### src/rtl/alu_ctrl_pkg.sv
// Shared constants for the ALU request arbiter.
// Contents: the legal one-hot op-control words, the ALU control codes
// they map to, the FSM state encoding, and the issue counter width.
package alu_ctrl_pkg;

  // One-hot op-control words accepted from requesters
  localparam logic [7:0] CTRL_SIGNED   = 8'b1000_0000;
  localparam logic [7:0] CTRL_UNSIGNED = 8'b0100_0000;

  // ALU control codes driven to the shared ALU
  localparam logic [3:0] ALUCTL_SIGNED   = 4'b0000;
  localparam logic [3:0] ALUCTL_UNSIGNED = 4'b0001;

  // FSM state encoding
  localparam logic [1:0] ST_IDLE  = 2'd0;
  localparam logic [1:0] ST_ISSUE = 2'd1;
  localparam logic [1:0] ST_RESP  = 2'd2;

  // Issue-phase latency counter width (ALU_LAT up to 15)
  localparam int unsigned CNT_W = 4;

endpackage

### src/rtl/alu_req_arbiter_if.sv
// Bus bundle between the ALU request arbiter and its environment.
// Groups the two request channels, the ALU drive/result signals, the
// response channel and the busy status.
//   slave  : arbiter side (drives req_ready, ALU operands, response, busy)
//   master : environment side (requesters, ALU result, response consumer)
interface alu_req_arbiter_if #(
  parameter int unsigned WIDTH = 32
);
  logic [1:0]       req_valid;
  logic [1:0]       req_ready;
  logic [7:0]       req_control0;
  logic [7:0]       req_control1;
  logic [WIDTH-1:0] req_a0;
  logic [WIDTH-1:0] req_a1;
  logic [WIDTH-1:0] req_b0;
  logic [WIDTH-1:0] req_b1;
  logic [WIDTH-1:0] alu_a;
  logic [WIDTH-1:0] alu_b;
  logic [3:0]       alu_control;
  logic [WIDTH-1:0] alu_result;
  logic             rsp_valid;
  logic             rsp_ready;
  logic             rsp_id;
  logic [WIDTH-1:0] rsp_data;
  logic             rsp_err;
  logic             busy;

  modport slave (
    input  req_valid, req_control0, req_control1,
           req_a0, req_a1, req_b0, req_b1,
           alu_result, rsp_ready,
    output req_ready, alu_a, alu_b, alu_control,
           rsp_valid, rsp_id, rsp_data, rsp_err, busy
  );

  modport master (
    output req_valid, req_control0, req_control1,
           req_a0, req_a1, req_b0, req_b1,
           alu_result, rsp_ready,
    input  req_ready, alu_a, alu_b, alu_control,
           rsp_valid, rsp_id, rsp_data, rsp_err, busy
  );

endinterface

### src/rtl/alu_ctrl_decode.sv
// Combinational op-control decoder.
// Ports:
//   control_i     : 8-bit one-hot op-control word
//   alu_control_o : 4-bit ALU control code (ALUCTL_SIGNED when illegal)
//   illegal_o     : control word is not one of the legal codes
module alu_ctrl_decode
  import alu_ctrl_pkg::*;
(
  input  logic [7:0] control_i,
  output logic [3:0] alu_control_o,
  output logic       illegal_o
);

  // Exact-match decode; zero and multi-hot words fall to illegal
  always_comb begin
    alu_control_o = ALUCTL_SIGNED;
    illegal_o     = 1'b0;
    case (control_i)
      CTRL_SIGNED:   alu_control_o = ALUCTL_SIGNED;
      CTRL_UNSIGNED: alu_control_o = ALUCTL_UNSIGNED;
      default:       illegal_o     = 1'b1;
    endcase
  end

endmodule

### src/rtl/alu_req_arbiter.sv
// Shares one combinational ALU between two requesters.
// Round-robin arbitration in IDLE, operand hold for ALU_LAT cycles in
// ISSUE, then a registered, id-tagged response held in RESP until taken.
// Ports:
//   clk   : clock, rising-edge
//   rst_n : asynchronous active-low reset
//   bus   : request/ALU/response bundle (slave side)
module alu_req_arbiter
  import alu_ctrl_pkg::*;
#(
  parameter int unsigned WIDTH   = 32,
  parameter int unsigned ALU_LAT = 1
) (
  input  logic              clk,
  input  logic              rst_n,
  alu_req_arbiter_if.slave  bus
);

  logic [1:0]       state_q, state_d;
  logic             last_grant_q, last_grant_d;
  logic             id_q, id_d;
  logic [WIDTH-1:0] alu_a_q, alu_a_d;
  logic [WIDTH-1:0] alu_b_q, alu_b_d;
  logic [3:0]       alu_ctl_q, alu_ctl_d;
  logic [WIDTH-1:0] rsp_data_q, rsp_data_d;
  logic             rsp_err_q, rsp_err_d;
  logic [CNT_W-1:0] cnt_q, cnt_d;

  logic             any_valid_c;
  logic             grant_c;
  logic             accept_c;
  logic [7:0]       sel_ctrl_c;
  logic [WIDTH-1:0] sel_a_c;
  logic [WIDTH-1:0] sel_b_c;
  logic [3:0]       dec_ctl_c;
  logic             dec_illegal_c;

  // Round-robin pick: sole requester, or the one not granted last time
  always_comb begin
    any_valid_c = |bus.req_valid;
    grant_c     = (&bus.req_valid) ? ~last_grant_q : bus.req_valid[1];
    accept_c    = (state_q == ST_IDLE) && rst_n && any_valid_c;
    sel_ctrl_c  = grant_c ? bus.req_control1 : bus.req_control0;
    sel_a_c     = grant_c ? bus.req_a1 : bus.req_a0;
    sel_b_c     = grant_c ? bus.req_b1 : bus.req_b0;
  end

  alu_ctrl_decode u_decode (
    .control_i     (sel_ctrl_c),
    .alu_control_o (dec_ctl_c),
    .illegal_o     (dec_illegal_c)
  );

  // Next-state and datapath update
  always_comb begin
    state_d      = state_q;
    last_grant_d = last_grant_q;
    id_d         = id_q;
    alu_a_d      = alu_a_q;
    alu_b_d      = alu_b_q;
    alu_ctl_d    = alu_ctl_q;
    rsp_data_d   = rsp_data_q;
    rsp_err_d    = rsp_err_q;
    cnt_d        = cnt_q;

    case (state_q)
      ST_IDLE: begin
        if (accept_c) begin
          last_grant_d = grant_c;
          id_d         = grant_c;
          alu_a_d      = sel_a_c;
          alu_b_d      = sel_b_c;
          alu_ctl_d    = dec_ctl_c;
          if (dec_illegal_c) begin
            // Illegal op never touches the ALU; answer straight away
            rsp_data_d = '0;
            rsp_err_d  = 1'b1;
            state_d    = ST_RESP;
          end else begin
            cnt_d   = CNT_W'(ALU_LAT - 1);
            state_d = ST_ISSUE;
          end
        end
      end
      ST_ISSUE: begin
        if (cnt_q == '0) begin
          rsp_data_d = bus.alu_result;
          rsp_err_d  = 1'b0;
          state_d    = ST_RESP;
        end else begin
          cnt_d = cnt_q - CNT_W'(1);
        end
      end
      ST_RESP: begin
        if (bus.rsp_ready) begin
          state_d = ST_IDLE;
        end
      end
      default: state_d = ST_IDLE;
    endcase
  end

  // State and datapath registers; last_grant resets to 1 so requester 0 wins first
  always_ff @(posedge clk or negedge rst_n) begin
    if (!rst_n) begin
      state_q      <= ST_IDLE;
      last_grant_q <= 1'b1;
      id_q         <= 1'b0;
      alu_a_q      <= '0;
      alu_b_q      <= '0;
      alu_ctl_q    <= ALUCTL_SIGNED;
      rsp_data_q   <= '0;
      rsp_err_q    <= 1'b0;
      cnt_q        <= '0;
    end else begin
      state_q      <= state_d;
      last_grant_q <= last_grant_d;
      id_q         <= id_d;
      alu_a_q      <= alu_a_d;
      alu_b_q      <= alu_b_d;
      alu_ctl_q    <= alu_ctl_d;
      rsp_data_q   <= rsp_data_d;
      rsp_err_q    <= rsp_err_d;
      cnt_q        <= cnt_d;
    end
  end

  // Accept is only offered to the granted requester while idle
  assign bus.req_ready   = accept_c ? (grant_c ? 2'b10 : 2'b01) : 2'b00;
  assign bus.alu_a       = alu_a_q;
  assign bus.alu_b       = alu_b_q;
  assign bus.alu_control = alu_ctl_q;
  assign bus.rsp_valid   = (state_q == ST_RESP);
  assign bus.rsp_id      = id_q;
  assign bus.rsp_data    = rsp_data_q;
  assign bus.rsp_err     = rsp_err_q;
  assign bus.busy        = (state_q != ST_IDLE);

endmodule

### src/flat_wrapper.sv
// flat-port wrapper written by rule: the top's interface ports become plain ports
module alu_req_arbiter_flat import alu_ctrl_pkg::*;
#(
  parameter int unsigned WIDTH   = 32,
  parameter int unsigned ALU_LAT = 1
)
  (clk, rst_n, bus_req_valid, bus_req_control0, bus_req_control1, bus_req_a0, bus_req_a1, bus_req_b0, bus_req_b1, bus_alu_result, bus_rsp_ready, bus_req_ready, bus_alu_a, bus_alu_b, bus_alu_control, bus_rsp_valid, bus_rsp_id, bus_rsp_data, bus_rsp_err, bus_busy);
  alu_req_arbiter_if #(.WIDTH(WIDTH)) bus_i ();
  input  logic clk;
  input  logic rst_n;
  input wire logic [$bits(bus_i.req_valid)-1:0] bus_req_valid;
  input wire logic [$bits(bus_i.req_control0)-1:0] bus_req_control0;
  input wire logic [$bits(bus_i.req_control1)-1:0] bus_req_control1;
  input wire logic [$bits(bus_i.req_a0)-1:0] bus_req_a0;
  input wire logic [$bits(bus_i.req_a1)-1:0] bus_req_a1;
  input wire logic [$bits(bus_i.req_b0)-1:0] bus_req_b0;
  input wire logic [$bits(bus_i.req_b1)-1:0] bus_req_b1;
  input wire logic [$bits(bus_i.alu_result)-1:0] bus_alu_result;
  input wire logic [$bits(bus_i.rsp_ready)-1:0] bus_rsp_ready;
  output wire logic [$bits(bus_i.req_ready)-1:0] bus_req_ready;
  output wire logic [$bits(bus_i.alu_a)-1:0] bus_alu_a;
  output wire logic [$bits(bus_i.alu_b)-1:0] bus_alu_b;
  output wire logic [$bits(bus_i.alu_control)-1:0] bus_alu_control;
  output wire logic [$bits(bus_i.rsp_valid)-1:0] bus_rsp_valid;
  output wire logic [$bits(bus_i.rsp_id)-1:0] bus_rsp_id;
  output wire logic [$bits(bus_i.rsp_data)-1:0] bus_rsp_data;
  output wire logic [$bits(bus_i.rsp_err)-1:0] bus_rsp_err;
  output wire logic [$bits(bus_i.busy)-1:0] bus_busy;
  assign bus_i.req_valid = bus_req_valid;
  assign bus_i.req_control0 = bus_req_control0;
  assign bus_i.req_control1 = bus_req_control1;
  assign bus_i.req_a0 = bus_req_a0;
  assign bus_i.req_a1 = bus_req_a1;
  assign bus_i.req_b0 = bus_req_b0;
  assign bus_i.req_b1 = bus_req_b1;
  assign bus_i.alu_result = bus_alu_result;
  assign bus_i.rsp_ready = bus_rsp_ready;
  assign bus_req_ready = bus_i.req_ready;
  assign bus_alu_a = bus_i.alu_a;
  assign bus_alu_b = bus_i.alu_b;
  assign bus_alu_control = bus_i.alu_control;
  assign bus_rsp_valid = bus_i.rsp_valid;
  assign bus_rsp_id = bus_i.rsp_id;
  assign bus_rsp_data = bus_i.rsp_data;
  assign bus_rsp_err = bus_i.rsp_err;
  assign bus_busy = bus_i.busy;
  alu_req_arbiter #(.WIDTH(WIDTH), .ALU_LAT(ALU_LAT)) u_core (.clk(clk), .rst_n(rst_n), .bus(bus_i));
endmodule
### config.mk
export PLATFORM = sky130hd
export DESIGN_NAME = alu_req_arbiter_flat
export DESIGN_NICKNAME = d
export VERILOG_FILES = /design/src/rtl/alu_ctrl_pkg.sv /design/src/rtl/alu_req_arbiter_if.sv /design/src/rtl/alu_ctrl_decode.sv /design/src/rtl/alu_req_arbiter.sv /design/src/flat_wrapper.sv
export SDC_FILE = /design/constraint.sdc
export NUM_CORES = 1
export LEC_CHECK = 0
export ABC_AREA = 1
export BUFFER_PORTS_ARGS = -buffer_cell sky130_fd_sc_hd__buf_4
export CELL_PAD_IN_SITES_DETAIL_PLACEMENT = 1
export CELL_PAD_IN_SITES_GLOBAL_PLACEMENT = 2
export CORE_ASPECT_RATIO = 1.75
export CORE_UTILIZATION = 25
export DETAILED_ROUTE_END_ITERATION = 8
export PLACE_DENSITY_LB_ADDON = 0.1
export SLEW_MARGIN = 20
export SYNTH_ARGS = -nofsm -noshare
export SYNTH_HDL_FRONTEND = slang
export SYNTH_SLANG_ARGS = --single-unit
### constraint.sdc
create_clock -name clk -period 3.87 [get_ports clk]
set_input_delay 0.387 -clock clk [delete_from_list [all_inputs] [get_ports clk]]
set_output_delay 0.387 -clock clk [all_outputs]
set_load 0.005 [all_outputs]
==> summary.txt, run 1 <==
Run status
  – Status: completed

Setup path
  – R2R cell count: 10
  – Arrival time worst endpoint: about 2.9 ns
  – Crit path max fanout: 34
  – R2r setup slk: around 1.3 ns
  – Crit. End Element: register
  – Critical path, cell by cell: nand2_2 > nand2_4 > inv_2 > nand2_1 > nand2_1 > nor2_4 > nand3_2 > nand2_4 > nand2_1 > nand2_1
  – CP most frequent cell: nand2_1
  – CP delay by family, top: simple AND/OR/NAND/NOR gates
  – Worst r2r dst: u_core.bus.rsp_data[12]$_DFFE_PN0P_
  – Buf/Inv on CP: 1
  – Critical Path Max Stage Delay: between 0.6 and 0.7 ns
  – Worst Path Required: 4.16 ns
  – RR Startpoint: u_core.last_grant_q$_DFFE_PN1P_
  – Startpoint class of the critical path: register
  – Critical path depth in cells: 10
  – CP Class: register to register
  – Critical path's slowest cell: nand3_2

Die
  – DIE HEIGHT: between 150 and 200 um
  – Starting density of the core: 25.5%
  – Die Wd: between 100 and 150 um
  – Ports: 287
  – Row count: 68
  – Core area: between 15000 and 20000 sq um
  – Area of the die: roughly 21000 sq um

Timing
  – RSZ-0062 raised after global routing: no
  – Worst-Margin Slew: 0.929 ns
  – Period Utilization, post-route: 67.1%
  – Final hold viol count: 0
  – Final Max Slew Viols: 0
  – Max frequency: ~390 MHz
  – Slew headroom: a little under two fifths
  – Setup_tns: 0 ns
  – Clk_skew: ~0.011 ns
  – Endpoints failing setup: 0
  – Min Tclk post-route: 2.60 ns

Clock network
  – Hold_buf cts: 0
  – Clock insertion delay at the later pin of the skew report: 0.35 ns
  – Clock sinks: between 100 and 150
  – H-tree Lvls: 3
  – Clk buf depth: 2
  – Worst-path clk slew: 0.07 ns
  – CTS Buf Count: 9
  – Post CTS Setup Buffer Count: 0
  – PostCTS Resize Cnt: 0
  – CTS tree: yes
  – Clk root buf: clkbuf_16

Place
  – Port Buf Inserts: 283
  – Post-DP HPWL: 15000 um
  – GP Congestion: just under 0.8

Yosys
  – EDFF count, synth: 0
  – Synthesized cell area: between 5000 and 6000 sq um
  – Post-synth ARST share: between 90% and 100%
  – Post-synthesis compound-gate area fraction: less than 1%
  – Synthesized flop and latch total: ~110
  – Cell accounting for the most synthesized area: dfrtp_1
  – Cells after synthesis: approximately 650
  – Unique masters post-synth: 29
  – Synth Area in Adders: less than 1%
  – Post-Synth Simple-Gate Area: 37.6%
  – Top cells by area, synth: dfrtp_1, nand2_1, nand3_1
  – Most common flop cell mapped by yosys: dfrtp_1
  – Yosys warnings: 0
  – Largest family of logic cells by synthesized area: simple AND/OR/NAND/NOR gates
  – Synth top area share: approximately half
  – XOR/XNOR share of the synthesized area: less than 1%
  – Post-Syn Area per Cell: around 7.8 sq um
  – Mux cell area share after synthesis: 0%
  – Post-synthesis sequential area ratio: a little over half

Final layout
  – Multi-input gate area in the final layout: about 2000 sq um
  – Layout cells sized above 1: around a third
  – Final nets: around 1100
  – Number of diodes: 0
  – Filler cell count in the final layout: around 2400
  – Area grow syn2layout: 49.6%
  – Register area: between 2000 and 3000 sq um

Power
  – Peak supply drop: between 0.2 and 0.3 mV
  – Leakage: ~0.0042 uW
  – Power per Cell Area: between 500 and 600 nW/um^2
  – Clk pwr share: between 20% and 30%
  – Overall power: ~4100 uW
  – Sw Pwr: between 1000 and 1500 uW
  – Logic pwr share: 38.7%
  – Switch share: between 30% and 40%
  – Internal: ~2700 uW
  – Register share of total power: 40.3%

Drt
  – Vias/cell: about 4.5
  – 1st-pass router iterations: 4
  – Antenna viol nets, final: 0
  – Vias: ~5300
  – Drt drc: 0
  – Wire per inst: ~17 um
  – Drt total wl: 19600 um
  – DRT iter0 DRCs: 120

Global routing
  – Pin count of the biggest net entering global routing: 68
  – Gr ovfl total: 0
  – Overall routing resource usage: a little under a fifth
  – Number of antenna violations at the first check in global routing: 0
  – First-pass GRT wire length: 29500 um
  – Number of global-route vias before repair: approximately 5600

Worst hold path
  – Worst hold-check path type: input port to async pin

Flow run
  – MaxCap Viol Count: 0
how the worst max path moves through the flow:
| stage | start | slack [ns] | end |
|---|---|---|---|
| 6_report | u_core.last_grant_q$_DFFE_PN1P_ | 1.27 | u_core.bus.rsp_data[12]$_DFFE_PN0P_ |
| 5_1_grt | u_core.last_grant_q$_DFFE_PN1P_ | 0.96 | u_core.bus.rsp_data[23]$_DFFE_PN0P_ |
| 4_1_cts | u_core.last_grant_q$_DFFE_PN1P_ | 1.19 | u_core.bus.rsp_data[12]$_DFFE_PN0P_ |
| 3_5_place_dp | rst_n | 1.13 | u_core.bus.alu_a[17]$_DFFE_PN0P_ |
| 3_3_place_gp | rst_n | 1.21 | u_core.bus.alu_a[17]$_DFFE_PN0P_ |
| 2_1_floorplan | u_core.state_q[1]$_DFFE_PN0P_ | 2.24 | bus_req_ready[1] |
logic make-up after synthesis:
| logic type | Yosys count |
|---|---|
| AOI/OAI and AO/OA | 6 |
| xor gates and xnor gates | 1 |
| adders and majority gates | 2 |
| buffers and inverters | 84 |
| DFF | 106 |
| other | 1 |
| and+or+nand+nor | 453 |
registers in the layout, indices dropped and copies added, names as in the netlist:
signal                  cells
u_core.bus.alu_control      1
u_core.bus.alu_b           32
u_core.bus.rsp_data        32
u_core.bus.rsp_err          1
u_core.state_q              2
u_core.last_grant_q         1
u_core.bus.alu_a           32
u_core.bus.rsp_id           1
u_core.cnt_q                4
per-layer routing:
layer	track usage, %	part of all wire, %
met5	0	0
met4	7.54	2.8
met3	3.93	6.4
met2	35.9	55
met1	19.2	36
placed cells by master, fill, tap and decap left out, drive strengths merged, types with 2 or more instances in the layout:
cell,instances
nand2,295
buf,289
nand3,107
dfrtp,105
inv,48
nor2,47
clkbuf,13
o21ai,5
conb,3
ha,2
clkinv,2
worst register-to-register path, delay by kind of cell, from the launching register on:
kind,cells,cell delay (ns)
AND/OR/NAND/NOR,9,1.95
buffers and inverters,1,0.06
flip-flops,1,0.54
per-stage QoR:
stage	worst slack (ns)	util (%)	cells	hold WS, ns	area, sq um
finish	1.27	38.2	1168	0.0281	7570
global route	0.958	38.2	1168	0.0690	7570
CTS	1.19	38.2	1168	0.0488	7570
detailed placement	1.13	36.9	1153	0.431	7310
global placement	1.21	36.9	1153	0.429	7310
floorplan	2.24	-	655	0.0914	5070
power groups by stage:
stage	registers [uW]	clock network, uW	logic (uW)
finish	1650	858	1580
global route	1690	935	1760
CTS	1650	902	1630
detailed placement	1670	0	1620
global placement	1660	0	1590
floorplan	1670	0	708
cell type report:
cell class              count  area share, %
clock buffers              13           3.31
clock inverters             2          0.182
inverters                  48           2.38
multi-input cells         465           26.4
flip-flops and latches    106           35.1
well taps                 245           4.05
repair buffers            289           28.7
cells in the mapped netlist, drive strengths merged, types with 2 or more instances:
cell type	instances
ha	2
dfrtp	105
o21ai	5
nand3	107
inv	48
buf	28
nor2	47
clkbuf	8
nand2	295
Power figures use the tool's default switching activity.
==> run 2: changes to the inputs <==
--- a/config.mk
+++ b/config.mk
@@ -10,7 +10,7 @@
 export CELL_PAD_IN_SITES_DETAIL_PLACEMENT = 1
 export CELL_PAD_IN_SITES_GLOBAL_PLACEMENT = 2
 export CORE_ASPECT_RATIO = 1.75
-export CORE_UTILIZATION = 25
+export CORE_UTILIZATION = 23
 export DETAILED_ROUTE_END_ITERATION = 8
 export PLACE_DENSITY_LB_ADDON = 0.1
 export SLEW_MARGIN = 20
==> constraint.sdc (replaced) <==
create_clock -name clk -period 2.4 [get_ports clk]
set_input_delay 0.24 -clock clk [delete_from_list [all_inputs] [get_ports clk]]
set_output_delay 0.24 -clock clk [all_outputs]
set_load 0.005 [all_outputs]
==> run 2 against run 1 <==
  * Worst setup slack got worse by 0.97 ns
  * Wire length rose by 3.7%
  * Highest routed layer unchanged
  * Global-route usage fell by 0.52 points
==> summary.txt, run 2 (synthesis results as in run 1) <==
Die
  – Die Wd: 114 um (+4.2%)
  – Row count: 71 (+4.4%)
  – Core area: 21500 sq um (+8.4%)
  – Starting density of the core: 23.5% (-2.0 points)
  – Ports: 287 (unchanged)
  – DIE HEIGHT: 198 um (+4.2%)
  – Area of the die: 22600 sq um (+8.6%)

Clock network
  – H-tree Lvls: 3 (unchanged)
  – Clk buf depth: 2 (unchanged)
  – Clk root buf: clkbuf_16
  – PostCTS Resize Cnt: 0 (unchanged)
  – Clock insertion delay at the later pin of the skew report: 0.36 ns (about the same)
  – CTS Buf Count: 9 (unchanged)
  – Worst-path clk slew: 0.06 ns (about the same)
  – CTS tree: yes
  – Clock sinks: 106 (unchanged)

Setup path
  – CP Class: register to output port
  – Crit. End Element: output port
  – Worst Path Required: 2.16 ns (-2.00 ns)
  – Critical Path Max Stage Delay: 0.45 ns (-0.16 ns)
  – Startpoint class of the critical path: register
  – Critical path's slowest cell: dfrtp_1
  – Arrival time worst endpoint: 1.86 ns (-1.02 ns)
  – Buf/Inv on CP: 3 (+2)
  – Crit path max fanout: 19 (-44%)
  – CP delay by family, top: buffers and inverters
  – Critical path, cell by cell: inv_1 > nand2_4 > nor2_4 > nand2_1 > inv_2 > buf_4

Power
  – Leakage: 0.00427 uW (+0.68%)
  – Power per Cell Area: 870 nW/um^2 (+61%)
  – Peak supply drop: 0.356 mV (+37%)

Final layout
  – Final cell count without fillers: 1218 (+4.3%)
  – Number of diodes: 0 (unchanged)
  – Layout cells sized above 1: 34.7% (+0.21 points)
  – Area grow syn2layout: 52.2%
  – Final nets: 1105 (+0.27%)
  – Most common cell after layout, fill and taps aside: nand2_1
  – Finished Core Util: 35.8% (-2.4 points)
  – Commonest non-fill, non-tap cells in the layout: nand2_1, buf_4, nand3_1

Timing
  – Endpoints failing setup: 0 (unchanged)
  – Max frequency: between 400 and 500 MHz
  – Period Utilization, post-route: between 80 and 90%
  – Final hold viol count: 0 (unchanged)
  – Final Max Slew Viols: 0 (unchanged)
  – RSZ-0062 raised after global routing: no
  – Min Tclk post-route: between 2 and 2.5 ns
  – Setup_tns: 0 ns (unchanged)
  – Clk_skew: 0.0111 ns (+0.000423 ns)
  – Slew headroom: 50.6% (+13 points)
  – Worst-Margin Slew: 0.741 ns (-0.188 ns)

Global routing
  – First-pass GRT wire length: 31200 um (+5.7%)
  – Met3 usage: 3.67% (-0.26 points)
  – Pin count of the biggest net entering global routing: 73 (+7.4%)
  – Overall routing resource usage: 18.3% (-0.52 points)
  – GRT met1 Usage: 20.2% (+0.99 points)
  – Number of antenna violations at the first check in global routing: 0 (unchanged)
  – Global routing's busiest layer: met2
  – Gr ovfl total: 0 (unchanged)
  – Number of global-route vias before repair: 5716 (+1.3%)
  – Global routing usage on met2: 34.2% (-1.7 points)

Drt
  – Vias/cell: 4.34 (-4.2%)
  – Drt total wl: 20300 um (+3.7%)
  – Drt drc: 0 (unchanged)
  – 1st-pass router iterations: 4 (unchanged)
  – Wire per inst: 16.7 um (-0.54%)
  – Antenna viol nets, final: 0 (unchanged)
  – DRT iter0 DRCs: 163 (+36%)
  – Vias: 5282 (-0.11%)

Place
  – Placed Instances: 1202 (+4.2%)
  – GP Congestion: 0.748 (-4.1%)
  – Post-DP HPWL: 15100 um (+1.2%)
  – Port Buf Inserts: 283 (unchanged)

Worst hold path
  – Worst hold-check path type: input port to register

Run status
  – Status: completed

Flow run
  – MaxCap Viol Count: 0 (unchanged)
-- run 2: layout make-up --
cell class                      instances  area, sq um
Timing Repair Buffer                  292         2240
Sequential cell                       106         2650
Tap cell                              292          365
Fill cell                            2696        13800
Multi-Input combinational cell        465         2000
Clock buffer                           13          260
Clock inverter                          2         12.5
Inverter                               48          180
-- run 2: metal layers --
metal | up-vias | routed length (um)
li1 | 2538 | -
met1 | 2552 | 7480
met2 | 173 | 11300
met3 | 19 | 1140
met4 | 0 | 390
met5 | - | 0
-- run 2: repair_timing --
action	4_1_cts	5_1_grt
buffers inserted	0	0
hold buffers	1	0
setup endpoints to repair	0	0
endpoints found under the hold margin	33	0
-- run 2: final timing paths --
path | startpoint | to | slack [ns] | cells past startpoint
worst min register to register | u_core.bus.rsp_data[10]$_DFFE_PN0P_ | u_core.bus.rsp_data[10]$_DFFE_PN0P_ | 0.48 | 2
max in group asynchronous | rst_n | u_core.bus.alu_a[21]$_DFFE_PN0P_ | 0.72 | 4
worst max-delay path | u_core.state_q[1]$_DFFE_PN0P_ | bus_req_ready[1] | 0.30 | 6
worst min-delay path | bus_rsp_ready | u_core.state_q[1]$_DFFE_PN0P_ | 0.07 | 2
worst max register to register | u_core.cnt_q[0]$_DFFE_PN0P_ | u_core.bus.rsp_data[16]$_DFFE_PN0P_ | 0.47 | 9
min in group asynchronous | rst_n | u_core.bus.alu_b[23]$_DFFE_PN0P_ | 0.56 | 3
-- run 2: metrics by stage --
| step | total power (uW) | cell area (sq um) | hold WS, ns | setup slack (ns) |
|---|---|---|---|---|
| after global routing | 7180 | 7700 | 0.0524 | 0.106 |
| after detailed placement | 5350 | 7420 | 0.354 | 0.453 |
| after global placement | 5280 | 7420 | 0.353 | 0.494 |
| after CTS | 6860 | 7700 | 0.0412 | 0.249 |
| final | 6700 | 7700 | 0.0688 | 0.302 |
| after floorplan | 3830 | 5070 | -0.0556 | 0.853 |
-- run 2: worst reg2reg max path, stage by stage, from the launching register on --
cell and delay, ns:
dfrtp_1 0.42, inv_1 0.12, ha_1 0.16, nand3_1 0.08
nand2_1 0.24, o21ai_4 0.12, nor2_8 0.11, buf_4 0.37
nand3_1 0.16, nand2_1 0.10
-- run 2: report_power, final --
group          total, uW  switching [uW]  internal (uW)  leakage [uW]
Combinational       2590            1310           1280       0.00277
Sequential          2660             325           2330       0.00137
Clock               1450             696            757      0.000132
Total               6700            2330           4370       0.00427
==> run 3: changes to the inputs <==
--- a/config.mk
+++ b/config.mk
@@ -5,12 +5,11 @@
 export SDC_FILE = /design/constraint.sdc
 export NUM_CORES = 1
 export LEC_CHECK = 0
-export ABC_AREA = 1
 export BUFFER_PORTS_ARGS = -buffer_cell sky130_fd_sc_hd__buf_4
 export CELL_PAD_IN_SITES_DETAIL_PLACEMENT = 1
 export CELL_PAD_IN_SITES_GLOBAL_PLACEMENT = 2
 export CORE_ASPECT_RATIO = 1.75
-export CORE_UTILIZATION = 23
+export CORE_UTILIZATION = 26
 export DETAILED_ROUTE_END_ITERATION = 8
 export PLACE_DENSITY_LB_ADDON = 0.1
 export SLEW_MARGIN = 20
==> run 3 against run 2 <==
  * The run now ends with design-rule violations left
  * First-iteration DRC count is 37% higher
  * Clock power hardly changed
  * Sequential share of layout area decreased by 1.3 points
  * Area after synthesis increased by 7.0%
  * Wire length is 11% lower
  * Sequential power grew 13%
  * Flip-flop and latch count unchanged
  * Critical path depth did not move
  * Worst setup slack worse by 0.14 ns
  * Power rose by 18%
  * Via count fell by 8.2%
==> summary.txt, run 3 <==
Timing
  – Slew headroom: 57.2% (+6.6 points)
  – Clk_skew: 0.00753 ns (-0.00358 ns)
  – Worst setup margin: 0.160 ns (-0.141 ns)
  – Min Tclk post-route: 2.24 ns (+0.141 ns)
  – Worst-Margin Slew: 0.642 ns (-0.0991 ns)
  – Endpoints failing setup: 0 (unchanged)
  – Period Utilization, post-route: 93.3% (+5.9 points)
  – Setup_tns: 0 ns (unchanged)
  – Final hold viol count: 0 (unchanged)
  – Max frequency: 447 MHz (-6.3%)
  – Final Max Slew Viols: 0 (unchanged)
  – RSZ-0062 raised after global routing: no

Power
  – Register share of total power: 38.0% (-1.6 points)
  – Sw Pwr: 2840 uW (+22%)
  – Internal: 5080 uW (+16%)
  – Clk pwr share: 18.6% (-3.1 points)
  – Power per Cell Area: 988 nW/um^2 (+14%)
  – Switch share: 35.9% (+1.1 points)
  – Logic pwr share: 43.4% (+4.7 points)
  – Leakage: 0.00423 uW (-1.0%)
  – Peak supply drop: 0.359 mV (+0.95%)

Clock network
  – Clk buf depth: 2 (unchanged)
  – Clock insertion delay at the later pin of the skew report: 0.36 ns (about the same)
  – CTS Buf Count: 9 (unchanged)
  – Clk root buf: clkbuf_16
  – Clock sinks: 106 (unchanged)
  – CTS tree: yes
  – Worst-path clk slew: 0.07 ns (about the same)
  – H-tree Lvls: 3 (unchanged)

Drt
  – 1st-pass router iterations: 6 (+2)
  – Drt total wl: 18100 um (-11%)
  – DRT iter0 DRCs: 223 (+37%)
  – Vias/cell: 4.80 (+11%)
  – Wire per inst: 17.9 um (+7.4%)
  – Vias: 4849 (-8.2%)
  – Antenna viol nets, final: 0 (unchanged)
  – Drt drc: 28 (+28)

Setup path
  – Arrival time worst endpoint: 2.00 ns (+0.14 ns)
  – Crit path max fanout: 17 (-2)
  – Critical path's slowest cell: dlygate4sd3_1
  – Critical Path Max Stage Delay: 0.53 ns (+0.08 ns)
  – CP Class: input port to output port
  – Startpoint class of the critical path: input port
  – CP most frequent cell: buf_4
  – Critical path, cell by cell: dlygate4sd3_1 > buf_4 > o21ai_0 > or3_4 > nor2_2 > buf_4
  – Buf/Inv on CP: 3 (unchanged)
  – Worst Path Required: 2.16 ns (about the same)
  – CP delay by family, top: buffers and inverters
  – Crit. End Element: output port

Place
  – Post-DP HPWL: 14000 um (-7.7%)
  – Worst slack, placed: 0.158 ns (-0.295 ns)
  – Placed Instances: 994 (-17%)
  – Port Buf Inserts: 283 (unchanged)
  – GP Congestion: 0.759 (+1.5%)

Final layout
  – Final cell count without fillers: 1010 (-17%)
  – Area grow syn2layout: 47.9%
  – Filler cell count in the final layout: 2371 (-12%)
  – Layout cells sized above 1: 45.4% (+11 points)
  – Most common cell after layout, fill and taps aside: buf_4
  – Final nets: 941 (-15%)
  – Number of diodes: 0 (unchanged)
  – Commonest non-fill, non-tap cells in the layout: buf_4, dfrtp_1, nand2_1
  – Finished Core Util: 39.3% (+3.5 points)

Die
  – Die Wd: 111 um (-2.7%)
  – Ports: 287 (unchanged)
  – Core area: 20400 sq um (-5.2%)
  – DIE HEIGHT: 193 um (-2.7%)
  – Row count: 69 (-2.8%)
  – Area of the die: 21400 sq um (-5.3%)
  – Starting density of the core: 26.6% (+3.0 points)

Global routing
  – Gr ovfl total: 0 (unchanged)
  – Number of global-route vias before repair: 5208 (-8.9%)
  – Pin count of the biggest net entering global routing: 89 (+22%)
  – Overall routing resource usage: 17.0% (-1.3 points)
  – Number of antenna violations at the first check in global routing: 0 (unchanged)
  – First-pass GRT wire length: 28100 um (-9.9%)

Yosys
  – Most common flop cell mapped by yosys: dfrtp_1
  – Synthesized cell area: 5420 sq um (+7.0%)
  – Synth cell count leaders: dfrtp_1, nand2_1, mux2i_1, o21ai_1, a21o_1
  – Post-Syn Area per Cell: 11.0 sq um (+42%)
  – Post-synthesis sequential area ratio: 49.0% (-3.4 points)
  – Unique masters post-synth: 45 (+55%)
  – Cells after synthesis: 492 (-25%)
  – Yosys warnings: 0 (unchanged)
  – Top cells by area, synth: dfrtp_1, mux2i_1, a22oi_2
  – Cell accounting for the most synthesized area: dfrtp_1
  – Synth top area share: 48.5% (-3.4 points)
  – Synthesized flop and latch total: 106 (unchanged)
  – Post-synth ARST share: 100% (unchanged)
  – Count leader, synth: dfrtp_1
  – EDFF count, synth: 0 (unchanged)

Flow run
  – MaxCap Viol Count: 0 (unchanged)

Run status
  – Violated checks: design-rule violations
  – Status: finished with violations

Worst hold path
  – Worst hold-check path type: input port to register
-- run 3: cell count changes after synthesis, sizes merged, moves of 5 or more --
cell	delta
a21o	+35
nand2	-229
o21ai	+61
o2bb2ai	+32
inv	-42
buf	+5
nor2	-41
a22oi	+33
nand3	-106
mux2i	+64
-- run 3: cell families (layout without fill, tap and decap cells) --
group	count (synthesis)	in the layout	share of synthesized area [%]
other cells	1	3	0.0692
fa+ha+maj	2	2	0.462
compound gates	181	181	25.3
flops	106	106	49.0
buf+inv	48	316	5.54
mux	64	64	11.8
simple gates	88	88	7.48
xor+xnor	2	2	0.323
-- run 3: worst paths after layout --
check,from,endpoint,slack [ns],cells past startpoint
worst min register to register,u_core.bus.alu_b[9]$_DFFE_PN0P_,u_core.bus.alu_b[9]$_DFFE_PN0P_,0.48,2
worst max-delay path,rst_n,bus_req_ready[1],0.16,6
worst min-delay path,bus_req_a1[27],u_core.bus.alu_a[27]$_DFFE_PN0P_,0.15,3
min in group asynchronous,rst_n,u_core.bus.rsp_data[0]$_DFFE_PN0P_,0.29,2
worst max register to register,u_core.cnt_q[0]$_DFFE_PN0P_,u_core.cnt_q[1]$_DFFE_PN0P_,0.21,7
max in group asynchronous,rst_n,u_core.bus.alu_b[19]$_DFFE_PN0P_,1.20,3
-- run 3: layout make-up --
class | instances | area (sq um) | share of cell area (%)
clock inverter | 2 | 10.0 | 0.125
sequential | 106 | 2650 | 33.1
tap | 248 | 310 | 3.87
clock buffer | 13 | 280 | 3.50
multi-input combinational | 340 | 2480 | 31.0
timing repair buffer | 295 | 2250 | 28.1
inverter | 6 | 22.5 | 0.281
-- run 3: timing repair --
item                      CTS  global route
hold endpoints to repair   14             0
buffers inserted            0             0
hold buffers                1             0
resized for setup           0             0
-- run 3: power by group through the flow --
stage               registers, uW  logic (uW)  clock network, uW
floorplan                    3010        1680                  0
global placement             3000        3460                  0
detailed placement           3050        3540                  0
CTS                          3020        3540               1540
global route                 3120        3820               1590
finish                       3010        3430               1470
-- run 3: metrics by stage --
stage	instance area, sq um	hold WS [ns]	total power [uW]
6_report	8010	0.152	7910
5_1_grt	8010	0.161	8520
4_1_cts	8010	0.146	8110
3_5_place_dp	7710	0.127	6590
3_3_place_gp	7710	0.126	6460
2_1_floorplan	5420	-0.0556	4690
-- run 3: metal layers --
| metal | track usage, % | part of all wire [%] | vias up |
|---|---|---|---|
| met5 | 0 | 0 | - |
| met4 | 5.98 | 1.6 | 0 |
| met3 | 5.00 | 7.6 | 14 |
| met2 | 32.7 | 57 | 160 |
| met1 | 17.4 | 34 | 2361 |
| li1 | - | - | 2314 |
-- run 3: worst min-delay path, stage by stage --
cell	delay [ns]
buf_4	0.08
mux2i_1	0.05
o21ai_1	0.11
